==> src/rtl/rr_burst_arbiter_if.sv <==
// Request/grant bundle between requesters and the burst arbiter.
// The master side drives requests, lengths and readiness; the slave side is the arbiter.
interface rr_burst_arbiter_if #(
    parameter int NUM_REQ = 4,
    parameter int LEN_W   = 3
);
    logic [NUM_REQ-1:0]         req_i;
    logic [NUM_REQ*LEN_W-1:0]   len_i;
    logic                       rsc_ready_i;
    logic [NUM_REQ-1:0]         gnt_o;
    logic [$clog2(NUM_REQ)-1:0] gnt_id_o;
    logic                       busy_o;
    logic                       beat_o;
    logic                       last_o;
    logic                       timeout_o;

    modport master (
        output req_i, len_i, rsc_ready_i,
        input  gnt_o, gnt_id_o, busy_o, beat_o, last_o, timeout_o
    );

    modport slave (
        input  req_i, len_i, rsc_ready_i,
        output gnt_o, gnt_id_o, busy_o, beat_o, last_o, timeout_o
    );
endinterface

==> src/rtl/rr_burst_arbiter.sv <==
// Round-robin burst arbiter: grants one requester for a whole multi-beat burst.
// Optional stall watchdog enabled by defining RR_ARB_TIMEOUT_EN.
module rr_burst_arbiter #(
    parameter int NUM_REQ = 4,
    parameter int LEN_W   = 3,
    parameter int TIMEOUT = 16
) (
    input  logic              clk,
    input  logic              reset,
    rr_burst_arbiter_if.slave bus
);
    localparam int ID_W = $clog2(NUM_REQ);

    typedef enum logic {ST_IDLE = 1'b0, ST_BUSY = 1'b1} state_t;

    state_t             r_state;
    logic [ID_W-1:0]    r_ptr;
    logic [ID_W-1:0]    r_gnt_id;
    logic [LEN_W-1:0]   r_cnt;
    logic [NUM_REQ-1:0] r_gnt;
    logic               r_busy;

    logic               w_beat;
    logic               w_last;
    logic               w_win_valid;
    logic [ID_W-1:0]    w_next_ptr;
    logic [ID_W-1:0]    w_arb_ptr;
    logic [ID_W-1:0]    w_off;
    logic [ID_W-1:0]    w_win_id;
    logic [NUM_REQ-1:0] w_req_rot;
    logic [NUM_REQ-1:0] w_win_onehot;
    logic [LEN_W-1:0]   w_win_len;

    // r_cnt holds remaining beats minus one, so zero marks the final beat
    assign w_beat     = r_busy & bus.rsc_ready_i;
    assign w_last     = w_beat & (r_cnt == '0);
    assign w_next_ptr = r_gnt_id + ID_W'(1);
    assign w_arb_ptr  = (r_state == ST_BUSY) ? w_next_ptr : r_ptr;

    for (genvar gi = 0; gi < NUM_REQ; gi++) begin : g_rot
        assign w_req_rot[gi] = bus.req_i[w_arb_ptr + ID_W'(gi)];
    end

    always_comb begin
        w_off = '0;
        for (int i = NUM_REQ - 1; i >= 0; i--) begin
            if (w_req_rot[i]) w_off = ID_W'(i);
        end
    end

    assign w_win_valid  = |bus.req_i;
    assign w_win_id     = w_arb_ptr + w_off;
    assign w_win_onehot = NUM_REQ'(1) << w_win_id;
    assign w_win_len    = bus.len_i[w_win_id*LEN_W +: LEN_W];

`ifdef RR_ARB_TIMEOUT_EN
    localparam int WD_W = $clog2(TIMEOUT + 1);
    logic [WD_W-1:0] r_wdog;
    logic            r_timeout;
    assign bus.timeout_o = r_timeout;
`else
    assign bus.timeout_o = 1'b0;
`endif

    assign bus.gnt_o    = r_gnt;
    assign bus.gnt_id_o = r_gnt_id;
    assign bus.busy_o   = r_busy;
    assign bus.beat_o   = w_beat;
    assign bus.last_o   = w_last;

    always_ff @(posedge clk) begin
        if (reset) begin
            r_state  <= ST_IDLE;
            r_ptr    <= '0;
            r_gnt_id <= '0;
            r_cnt    <= '0;
            r_gnt    <= '0;
            r_busy   <= 1'b0;
`ifdef RR_ARB_TIMEOUT_EN
            r_wdog    <= '0;
            r_timeout <= 1'b0;
`endif
        end else begin
`ifdef RR_ARB_TIMEOUT_EN
            r_timeout <= 1'b0;
`endif
            case (r_state)
                ST_IDLE: begin
                    if (w_win_valid) begin
                        r_state  <= ST_BUSY;
                        r_busy   <= 1'b1;
                        r_gnt    <= w_win_onehot;
                        r_gnt_id <= w_win_id;
                        r_cnt    <= w_win_len;
                    end
                end
                ST_BUSY: begin
                    if (w_beat) begin
`ifdef RR_ARB_TIMEOUT_EN
                        r_wdog <= '0;
`endif
                        if (r_cnt == '0) begin
                            // final beat: rotate priority and hand over without a bubble
                            r_ptr <= w_next_ptr;
                            if (w_win_valid) begin
                                r_gnt    <= w_win_onehot;
                                r_gnt_id <= w_win_id;
                                r_cnt    <= w_win_len;
                            end else begin
                                r_state  <= ST_IDLE;
                                r_busy   <= 1'b0;
                                r_gnt    <= '0;
                                r_gnt_id <= '0;
                            end
                        end else begin
                            r_cnt <= r_cnt - LEN_W'(1);
                        end
                    end
`ifdef RR_ARB_TIMEOUT_EN
                    else if (r_wdog == WD_W'(TIMEOUT - 1)) begin
                        r_timeout <= 1'b1;
                        r_ptr     <= w_next_ptr;
                        r_state   <= ST_IDLE;
                        r_busy    <= 1'b0;
                        r_gnt     <= '0;
                        r_gnt_id  <= '0;
                        r_cnt     <= '0;
                        r_wdog    <= '0;
                    end else begin
                        r_wdog <= r_wdog + WD_W'(1);
                    end
`endif
                end
                default: r_state <= ST_IDLE;
            endcase
        end
    end
endmodule

==> src/flat_wrapper.sv <==
// flat-port wrapper written by rule: the top's interface ports become plain ports
module rr_burst_arbiter_flat 
#(
    parameter int NUM_REQ = 4,
    parameter int LEN_W   = 3,
    parameter int TIMEOUT = 16
)
  (clk, reset, bus_req_i, bus_len_i, bus_rsc_ready_i, bus_gnt_o, bus_gnt_id_o, bus_busy_o, bus_beat_o, bus_last_o, bus_timeout_o);
  rr_burst_arbiter_if #(.NUM_REQ(NUM_REQ), .LEN_W(LEN_W)) bus_i ();
  input  logic clk;
  input  logic reset;
  input wire logic [$bits(bus_i.req_i)-1:0] bus_req_i;
  input wire logic [$bits(bus_i.len_i)-1:0] bus_len_i;
  input wire logic [$bits(bus_i.rsc_ready_i)-1:0] bus_rsc_ready_i;
  output wire logic [$bits(bus_i.gnt_o)-1:0] bus_gnt_o;
  output wire logic [$bits(bus_i.gnt_id_o)-1:0] bus_gnt_id_o;
  output wire logic [$bits(bus_i.busy_o)-1:0] bus_busy_o;
  output wire logic [$bits(bus_i.beat_o)-1:0] bus_beat_o;
  output wire logic [$bits(bus_i.last_o)-1:0] bus_last_o;
  output wire logic [$bits(bus_i.timeout_o)-1:0] bus_timeout_o;
  assign bus_i.req_i = bus_req_i;
  assign bus_i.len_i = bus_len_i;
  assign bus_i.rsc_ready_i = bus_rsc_ready_i;
  assign bus_gnt_o = bus_i.gnt_o;
  assign bus_gnt_id_o = bus_i.gnt_id_o;
  assign bus_busy_o = bus_i.busy_o;
  assign bus_beat_o = bus_i.beat_o;
  assign bus_last_o = bus_i.last_o;
  assign bus_timeout_o = bus_i.timeout_o;
  rr_burst_arbiter #(.NUM_REQ(NUM_REQ), .LEN_W(LEN_W), .TIMEOUT(TIMEOUT)) u_core (.clk(clk), .reset(reset), .bus(bus_i));
endmodule
==> config.mk <==
export PLATFORM = sky130hd
export DESIGN_NAME = rr_burst_arbiter_flat
export DESIGN_NICKNAME = d
export VERILOG_FILES = /design/src/rtl/rr_burst_arbiter_if.sv /design/src/rtl/rr_burst_arbiter.sv /design/src/flat_wrapper.sv
export SDC_FILE = /design/constraint.sdc
export NUM_CORES = 1
export LEC_CHECK = 0
export BUFFER_PORTS_ARGS = -buffer_cell sky130_fd_sc_hd__buf_2
export CAP_MARGIN = 20
export CORE_ASPECT_RATIO = 0.5
export CORE_MARGIN = 2
export CORE_UTILIZATION = 32
export DETAILED_ROUTE_END_ITERATION = 6
export PLACE_DENSITY_LB_ADDON = 0.12
export SYNTH_ARGS = -nofsm -noshare
export SYNTH_HDL_FRONTEND = slang
export SYNTH_SLANG_ARGS = --single-unit
==> constraint.sdc <==
create_clock -name clk -period 3.85 [get_ports clk]
set_clock_uncertainty 0.2 [all_clocks]
set_input_delay 0 -clock clk [delete_from_list [all_inputs] [get_ports clk]]
set_output_delay 0 -clock clk [all_outputs]
set_load 0.03 [all_outputs]
==> flow_metrics.env, run 1 <==
export IMPL_ys_top_cells_by_area="dfxtp_1 24%, a21oi_1 7.4%, nand2_1 7.3%"
export IMPL_worst_slew_pin_slew_ps=914.5
export IMPL_status="finished, final reports clean"
export IMPL_crit_start="u_core.r_state$_SDFF_PP0_"
export IMPL_gp_congestion=0.7408
export IMPL_syn2layout_area_growth_pct=18.71
export IMPL_routed_wl_um=2516
export IMPL_clock_latency_ps=240
export IMPL_setup_ws_ps=369.9
export IMPL_core_um2=3118
export IMPL_reg2reg_slack_ps=370
export IMPL_synth_edf_count=0
export IMPL_power_leakage_nw=0.5747
export IMPL_cpPeakStageDelay_ps=650
export IMPL_relSlewSlack=0.3847
export IMPL_finalNetCount=192
export IMPL_clockRootBuffer="clkbuf_8"
export IMPL_start_kind="register"
export IMPL_synth_top_family_by_area="simple AND/OR/NAND/NOR gates"
export IMPL_dr_pass1_iters=4
export IMPL_vias_per_cell=5.067
export IMPL_seq_area_frac_synth=0.2402
export IMPL_clockBufferDepth=2
export IMPL_cp_arrival_ps=3420
export IMPL_grt_total_usage=0.1315
export IMPL_die_area_um2=3896
export IMPL_pre_cts_ws_ps=680.1
export IMPL_drive_gt1_frac=0.2308
export IMPL_post_route_period_util=0.9039
export IMPL_synth_area_um2=1084
export IMPL_synth_xor_area_frac=0.03002
export IMPL_holdWs_ps=20.93
export IMPL_muxShareOfSynthArea=0.09931
export IMPL_avgSynthCellArea_um2=7.631
export IMPL_first_global_vias=910
export IMPL_hold_class="primary input to register"
export IMPL_dp_cells=200
export IMPL_yosys_warnings=0
export IMPL_end_kind="register"
export IMPL_hold_depth=5
export IMPL_synthAdderAreaFrac=0.03464
export IMPL_grt_pass1_wl_um=4029
export IMPL_p_per_area_nw_per_um2=417.1
export IMPL_holdPathEnd="u_core.r_cnt[1]$_SDFFE_PP0N_"
export IMPL_ff2ff_path_depth=10
export IMPL_cts_sinks=13
export IMPL_die_h_um=45.15
export IMPL_synth_distinct_cells=44
export IMPL_required_ps=3790
export IMPL_grt_max_degree=17
export IMPL_grt_overflow=0
export IMPL_setup_viol=0
export IMPL_cts_tree="done"
export IMPL_syn_num_nets=164
export IMPL_netlist_instances=142
export IMPL_cts_clk_slew_worst_paths_ps=60
export IMPL_wl_per_cell_um=12.04
export IMPL_synth_compound_area_frac=0.2321
export IMPL_synth_top_area_frac=0.2402
export IMPL_antenna_found_initial=0
export IMPL_synth_area_leader_cell="dfxtp_1"
export IMPL_postCtsSetupRepairBufs=0
export IMPL_drt_antenna_violating_nets=0
export IMPL_setup_tns_ps=0
export IMPL_drc_errors=0
export IMPL_start_util=0.3475
export IMPL_p_total_mw=0.5365
export IMPL_fin_cells=209
export IMPL_worstReg2RegEnd="u_core.r_cnt[0]$_SDFFE_PP0N_"
export IMPL_diodes=0
export IMPL_max_cap_violations=0
export IMPL_dpl_hpwl_um=1972
export IMPL_hold_viol=0
export IMPL_via_count=1059
export IMPL_rsz0062_at_grt="false"
export IMPL_crit_chain="mux2i_4 -> nand2_1 -> a21oi_1 -> o2bb2ai_1 -> o21a_1 -> ha_1 -> mux2i_1 -> dlygate4sd3_1 -> o21ai_0 -> a31o_2"
export IMPL_max_freq_ghz=0.2873
export IMPL_ys_flop_type="dfxtp_1"
export IMPL_pin_count=29
export IMPL_fp_row_count=14
export IMPL_synthArstFlopShare=0
export IMPL_critPathSlowestCell="dfxtp_1"
export IMPL_criticalPathCategory="register to register"
export IMPL_drv_slew=0
export IMPL_io_buffers=27
export IMPL_rr_startpoint="u_core.r_state$_SDFF_PP0_"
export IMPL_chipWidth_um=86.29
export IMPL_first_iter_violations=40
export IMPL_cp_max_fo=16
export IMPL_fin_crit_ps=3480
export IMPL_synth_simple_area_share=0.2644
export IMPL_cts_buffers=3
export IMPL_peakVddDrop_mv=0.2141
export IMPL_hold_start="bus_len_i[1]"
export IMPL_ys_ff_latch=13
export IMPL_h_tree_depth=1
## metrics by stage
step	instance area, um2	util
5_1_grt	1286	0.4125
3_3_place_gp	1191	0.3820
6_report	1286	0.4125
4_1_cts	1286	0.4125
2_1_floorplan	1084	-
3_5_place_dp	1191	0.3820
## Yosys cell counts (2+ instances only)
master and instances:
nand2_1 21, a21oi_1 16, dfxtp_1 13, nor2_1 13
o21ai_0 9, inv_1 7, mux2i_1 6, nor3_1 6
buf_4 4, buf_6 3, ha_1 3, a211oi_1 2
a31o_2 2, a31oi_1 2, nand2b_1 2, nor4_1 2
nor4b_1 2, or3_1 2, or4_1 2
## worst max-delay path by stage
stage                                               to  cells past startpoint
after floorplan           u_core.r_cnt[2]$_SDFFE_PP0N_                     11
after global placement    u_core.r_cnt[2]$_SDFFE_PP0N_                     10
after detailed placement  u_core.r_cnt[2]$_SDFFE_PP0N_                     10
after CTS                 u_core.r_cnt[0]$_SDFFE_PP0N_                     10
after global routing      u_core.r_cnt[0]$_SDFFE_PP0N_                     10
final                     u_core.r_cnt[0]$_SDFFE_PP0N_                     10
## final cells by class
type	count	area, um2
multi-input combinational	113	719.4
clock buffer	4	45.04
timing repair buffer	32	185.2
sequential	13	260.3
fill	343	1832
tap	40	50.05
inverter	7	26.28
## timing repair
item | 4_1_cts | 5_1_grt
hold endpoints to repair | 12 | 0
resized for setup | 0 | 0
endpoints found under the setup margin | 0 | 0
hold buffers | 5 | 0
## flip-flops by register name, summed over array words and instances (netlist names)
signal,cells
u_core.r_cnt,3
u_core.bus.gnt_id_o,2
u_core.bus.busy_o,1
u_core.bus.gnt_o,4
u_core.r_state,1
u_core.r_ptr,2
## report_power, final
part,total [mW],internal [mW],switching [mW]
registers,0.174,0.155,0.0199
logic,0.241,0.102,0.138
clock network,0.121,0.0730,0.0484
total,0.537,0.330,0.207
## layer usage
| metal | global-route usage | routed length, um | vias to the layer above |
|---|---|---|---|
| met3 | 0.03291 | 128 | 2 |
| li1 | - | - | 553 |
| met1 | 0.1854 | 1346 | 474 |
| met2 | 0.2155 | 1035 | 30 |
| met5 | 0 | 0 | - |
| met4 | 0.009375 | 6 | 0 |
## cell families after synthesis
group	Yosys count
buffers and inverters	16
AOI/OAI and AO/OA	40
muxes	9
adders and majority gates	3
xor gates and xnor gates	2
other	1
DFF	13
and+or+nand+nor	58
## critical path, delay by kind of cell, from the launching register on
| family | cells | cell delay, ps |
|---|---|---|
| multiplexers | 2 | 680 |
| flip-flops | 1 | 650 |
| adder cells (fa/ha/maj) | 1 | 510 |
| AO/OA/AOI/OAI | 5 | 690 |
| buffers and inverters | 1 | 570 |
| AND/OR/NAND/NOR | 1 | 90 |
## cells in the final DEF, fill, tap and decap left out, types with 3 or more instances in the layout
cell and n:
buf_2 27, nand2_1 21, a21oi_1 16, nor2_1 13, dfxtp_1 13, o21ai_0 9
inv_1 7, nor3_1 6, mux2i_1 6, dlygate4sd3_1 5, ha_1 3, clkbuf_8 3
Power figures use the tool's default switching activity.
==> inputs of run 2 (changes only) <==
ABC_AREA = 1   (was default)
==> flow_metrics.env, run 2 <==
export IMPL_status="finished, final reports clean"
export IMPL_core_um2=3065
export IMPL_cts_clk_slew_worst_paths_ps=60
export IMPL_syn2layout_area_growth_pct=22.24
export IMPL_synth_xor_area_frac=0.01665
export IMPL_hold_class="primary input to register"
export IMPL_drc_errors=0
export IMPL_netlist_instances=175
export IMPL_peakVddDrop_mv=0.2134
export IMPL_grt_total_usage=0.1382
export IMPL_h_tree_depth=1
export IMPL_end_kind="register"
export IMPL_layout_common_cells="60 x nand2_1, 27 x buf_2, 24 x inv_1"
export IMPL_io_buffers=27
export IMPL_synthArstFlopShare=0
export IMPL_synth_top_area_frac=0.2473
export IMPL_drv_slew=0
export IMPL_p_total_mw=0.6743
export IMPL_dr_pass1_iters=4
export IMPL_pin_count=29
export IMPL_cpPeakStageDelay_ps=570
export IMPL_crit_chain="nand2_1 -> o21ai_4 -> nand2_1 -> nand2_1 -> nand3_1 -> nand2_1 -> nand2_1 -> a31oi_1 -> ha_1 -> xor2_1 -> nand3_1 -> nand2_2 -> inv_2 -> nand2_1 -> nand3_1 -> nand2_1 -> a21oi_2"
export IMPL_setup_tns_ps=0
export IMPL_clockBufferDepth=2
export IMPL_fin_cells=245
export IMPL_setup_ws_ps=1155
export IMPL_yosys_warnings=0
export IMPL_diodes=0
export IMPL_synth_compound_area_frac=0.1451
export IMPL_ys_flop_type="dfxtp_1"
export IMPL_avgSynthCellArea_um2=6.013
export IMPL_first_global_vias=993
export IMPL_largest_register_ffs=4
export IMPL_drive_gt1_frac=0.2390
export IMPL_grt_max_degree=11
export IMPL_n_fill_cell=333
export IMPL_post_route_period_util=0.6999
export IMPL_pre_cts_ws_ps=1162
export IMPL_p_per_area_nw_per_um2=524.3
export IMPL_vias_per_cell=4.478
export IMPL_reg2reg_slack_ps=1160
export IMPL_ys_top_cells_by_area="dfxtp_1 25%, nand2_1 21%, inv_1 8.6%"
export IMPL_synth_top_family_by_area="simple AND/OR/NAND/NOR gates"
export IMPL_chipWidth_um=85.10
export IMPL_cts_resized=0
export IMPL_gp_congestion=0.7675
export IMPL_drt_antenna_violating_nets=0
export IMPL_synth_edf_count=0
export IMPL_synth_simple_area_share=0.4090
export IMPL_die_area_um2=3791
export IMPL_grt_pass1_wl_um=4271
export IMPL_synthAdderAreaFrac=0.03567
export IMPL_max_cap_violations=0
export IMPL_multi_input_area_um2=661.9
export IMPL_cts_sinks=13
export IMPL_antenna_found_initial=0
export IMPL_setup_viol=0
export IMPL_dpl_hpwl_um=1942
export IMPL_ys_ff_latch=13
export IMPL_routed_wl_um=2380
export IMPL_relSlewSlack=0.4287
export IMPL_final_common_cell="nand2_1"
export IMPL_dp_cells=238
export IMPL_via_count=1097
export IMPL_cp_arrival_ps=2630
export IMPL_crit_top_cell="nand2_1"
export IMPL_max_freq_ghz=0.3711
export IMPL_fin_crit_ps=2695
export IMPL_layout_area_seq_um2=260.3
export IMPL_cp_max_fo=9
export IMPL_cts_tree="done"
export IMPL_synth_distinct_cells=27
export IMPL_syn_num_nets=197
export IMPL_grt_overflow=0
export IMPL_cts_buffers=3
export IMPL_first_iter_violations=28
export IMPL_fp_row_count=14
export IMPL_synth_area_leader_cell="dfxtp_1"
export IMPL_die_h_um=44.55
export IMPL_wl_per_cell_um=9.714
export IMPL_start_util=0.3433
export IMPL_worst_slew_pin_slew_ps=849.1
export IMPL_synth_most_common_cell="nand2_1"
export IMPL_finalNetCount=228
export IMPL_required_ps=3780
export IMPL_critPathSlowestCell="dfxtp_1"
export IMPL_start_kind="register"
export IMPL_muxShareOfSynthArea=0.01902
export IMPL_hold_viol=0
export IMPL_power_leakage_nw=0.6866
export IMPL_clock_latency_ps=240
export IMPL_synth_area_um2=1052
export IMPL_synth_commonest_cells="60 x nand2_1, 24 x inv_1, 14 x nand3_1"
export IMPL_clockRootBuffer="clkbuf_8"
export IMPL_rsz0062_at_grt="false"
export IMPL_criticalPathCategory="register to register"
export IMPL_seq_area_frac_synth=0.2473
## run 2: what timing repair did
item                                   in CTS  in global routing
endpoints found under the hold margin       9                  0
hold buffers                                3                  0
setup buffers                               0                  0
## run 2: logic make-up after synthesis
logic type | Yosys count
flops | 13
fa+ha+maj | 3
simple gates | 98
mux | 2
compound gates | 25
buf+inv | 31
other cells | 1
xor+xnor | 2
## run 2: worst max-delay path, delay by kind of cell (launching register included)
| kind | cells | cell delay (ps) |
|---|---|---|
| and+or+nand+nor | 11 | 1090 |
| DFF | 1 | 570 |
| AOI/OAI and AO/OA | 3 | 300 |
| xor gates and xnor gates | 1 | 190 |
| adders and majority gates | 1 | 180 |
| buffers and inverters | 1 | 60 |
## run 2: final timing paths
| kind | depth (start not counted) | endpoint | start |
|---|---|---|---|
| setup / recovery | 17 | u_core.r_cnt[2]$_SDFFE_PP0N_ | u_core.r_state$_SDFF_PP0_ |
| hold / removal | 3 | u_core.bus.busy_o$_SDFFE_PP0P_ | bus_req_i[0] |
| setup reg to reg | 17 | u_core.r_cnt[2]$_SDFFE_PP0N_ | u_core.r_state$_SDFF_PP0_ |
| hold reg to reg | 2 | u_core.bus.gnt_o[3]$_SDFFE_PP0P_ | u_core.bus.gnt_o[3]$_SDFFE_PP0P_ |
## run 2: metrics by stage
step / area (um2) / util / hold WS, ps
after floorplan: 1052 / - / -4.183
after global placement: 1211 / 0.3951 / 99.43
after detailed placement: 1211 / 0.3951 / 104.6
after CTS: 1286 / 0.4196 / 15.01
after global routing: 1286 / 0.4196 / 58.93
final: 1286 / 0.4196 / 10.23
## run 2: layout make-up
cell class / instances / area share
multi-input cells: 131 / 0.5146
well taps: 40 / 0.03891
flip-flops and latches: 13 / 0.2023
clock buffers: 4 / 0.03502
inverters: 27 / 0.08074
repair buffers: 30 / 0.1284
## run 2: report_power, final
part           internal [mW]  switching [mW]  leakage, nW
registers              0.160          0.0246        0.107
clock network         0.0731          0.0488       0.0228
logic                  0.129           0.239        0.557
## run 2: routing by layer
layer | track usage | part of all wire
met5 | 0 | 0
met1 | 0.1902 | 0.57
met4 | 0.02857 | 0.0038
met3 | 0.03731 | 0.045
met2 | 0.2203 | 0.38
==> inputs of run 3 (changes only) <==
clock period = 2.8 ns   (was 3.85 ns; I/O delays follow)
==> flow_metrics.env, run 3 (synthesized netlist as in run 2, its figures left out) <==
export IMPL_die_h_um=44.55
export IMPL_setup_tns_ps=0
export IMPL_layout_common_cells="60 x nand2_1, 27 x buf_2, 24 x inv_1"
export IMPL_final_common_cell="nand2_1"
export IMPL_io_buffers=27
export IMPL_via_count=1116
export IMPL_finalNetCount=231
export IMPL_fin_crit_ps=2490
export IMPL_pin_count=29
export IMPL_syn2layout_area_growth_pct=24.97
export IMPL_clockBufferDepth=2
export IMPL_wl_per_cell_um=9.944
export IMPL_chipWidth_um=85.10
export IMPL_criticalPathCategory="register to register"
export IMPL_start_util=0.3433
export IMPL_setup_viol=0
export IMPL_antenna_found_initial=0
export IMPL_cts_clk_slew_worst_paths_ps=60
export IMPL_grt_total_usage=0.1405
export IMPL_setup_ws_ps=310.1
export IMPL_drive_gt1_frac=0.2644
export IMPL_end_kind="register"
export IMPL_first_iter_violations=42
export IMPL_cp_max_fo=7
export IMPL_postCtsSetupRepairBufs=0
export IMPL_pre_cts_ws_ps=107.3
export IMPL_drc_errors=0
export IMPL_cts_tree="done"
export IMPL_fp_row_count=14
export IMPL_routed_wl_um=2466
export IMPL_core_um2=3065
export IMPL_clock_latency_ps=250
export IMPL_p_total_mw=0.9472
export IMPL_grt_overflow=0
export IMPL_cts_buffers=3
export IMPL_die_area_um2=3791
export IMPL_diodes=0
export IMPL_h_tree_depth=1
export IMPL_max_freq_ghz=0.4016
export IMPL_start_kind="register"
export IMPL_dr_pass1_iters=4
export IMPL_first_global_vias=1037
export IMPL_p_per_area_nw_per_um2=720.3
export IMPL_clockRootBuffer="clkbuf_8"
export IMPL_grt_max_degree=11
export IMPL_power_leakage_nw=0.7061
export IMPL_drt_antenna_violating_nets=0
export IMPL_max_cap_violations=0
export IMPL_cts_sinks=13
export IMPL_cp_arrival_ps=2430
export IMPL_required_ps=2740
export IMPL_gp_congestion=0.7790
export IMPL_drv_slew=0
export IMPL_vias_per_cell=4.500
export IMPL_dpl_hpwl_um=2047
export IMPL_grt_pass1_wl_um=4367
export IMPL_post_route_period_util=0.8892
export IMPL_hold_viol=0
export IMPL_status="finished, final reports clean"
export IMPL_hold_class="primary input to register"
export IMPL_largest_register_ffs=4
export IMPL_peakVddDrop_mv=0.2829
export IMPL_rsz0062_at_grt="false"
==> run 3: cell count changes in the layout (fill, tap and decap cells not counted), sizes merged <==
cell | before | now
buf | 27 | 30
clkbuf | 4 | 3
clkinv | 0 | 1
==> run 3: layout make-up <==
type / count / area, um2
Fill cell: 326 / 1750
Multi-Input combinational cell: 131 / 661.9
Sequential cell: 13 / 265.3
Timing Repair Buffer: 33 / 187.7
Inverter: 27 / 103.9
Tap cell: 40 / 50.05
Clock buffer: 3 / 41.29
Clock inverter: 1 / 5.005
==> run 3: layer usage <==
metal,vias to the layer above,GRT usage,wire length [um]
met1,474,0.2002,1363
met5,-,0,0
li1,617,-,-
met2,25,0.2281,994
met4,0,0.01587,0
met3,0,0.02985,108
==> run 3: worst paths after layout <==
kind	startpoint	to	slack, ps	depth (start not counted)
worst min register to register	u_core.bus.gnt_o[0]$_SDFFE_PP0P_	u_core.bus.gnt_o[0]$_SDFFE_PP0P_	260	2
worst max register to register	u_core.bus.gnt_id_o[1]$_SDFFE_PP0P_	u_core.r_cnt[1]$_SDFFE_PP0N_	310	17
worst max-delay path	u_core.bus.gnt_id_o[1]$_SDFFE_PP0P_	u_core.r_cnt[1]$_SDFFE_PP0N_	310	17
worst min-delay path	bus_len_i[8]	u_core.r_cnt[2]$_SDFFE_PP0N_	7	7
==> run 3: per-stage QoR <==
step | util | instances | hold slack, ps | instance area [um2]
after CTS | 0.4273 | 248 | 6.882 | 1310
final | 0.4290 | 248 | 7.253 | 1315
after global placement | 0.4024 | 241 | 105.1 | 1234
after global routing | 0.4290 | 248 | 76.44 | 1315
after floorplan | - | 175 | -4.183 | 1052
after detailed placement | 0.4024 | 241 | 99.80 | 1234
==> run 3: timing repair <==
action / CTS / global route
hold endpoints to repair: 9 / 0
hold buffers: 3 / 0
setup endpoints to repair: 0 / 9
gates resized for setup: 0 / 3
==> run 3: power breakdown <==
part | leakage [nW] | total (mW) | switching, mW | internal [mW]
combinational | 0.573 | 0.521 | 0.335 | 0.186
sequential | 0.108 | 0.252 | 0.0317 | 0.220
clock | 0.0255 | 0.175 | 0.0761 | 0.0986
==> run 3: worst max-delay path, cell delays in order, from the launching register on <==
cell and delay, ps:
dfxtp_1 400, inv_1 90, nand2_2 60, nand3_2 80, nand2_2 140, nand2_2 80, nand3_1 90, nand2_1 50
nand2_1 50, a31oi_1 70, ha_1 440, inv_1 190, nand2_1 90, nand2_1 50, nand2_1 60, nand3_1 80
nand2_1 80, a21oi_2 50
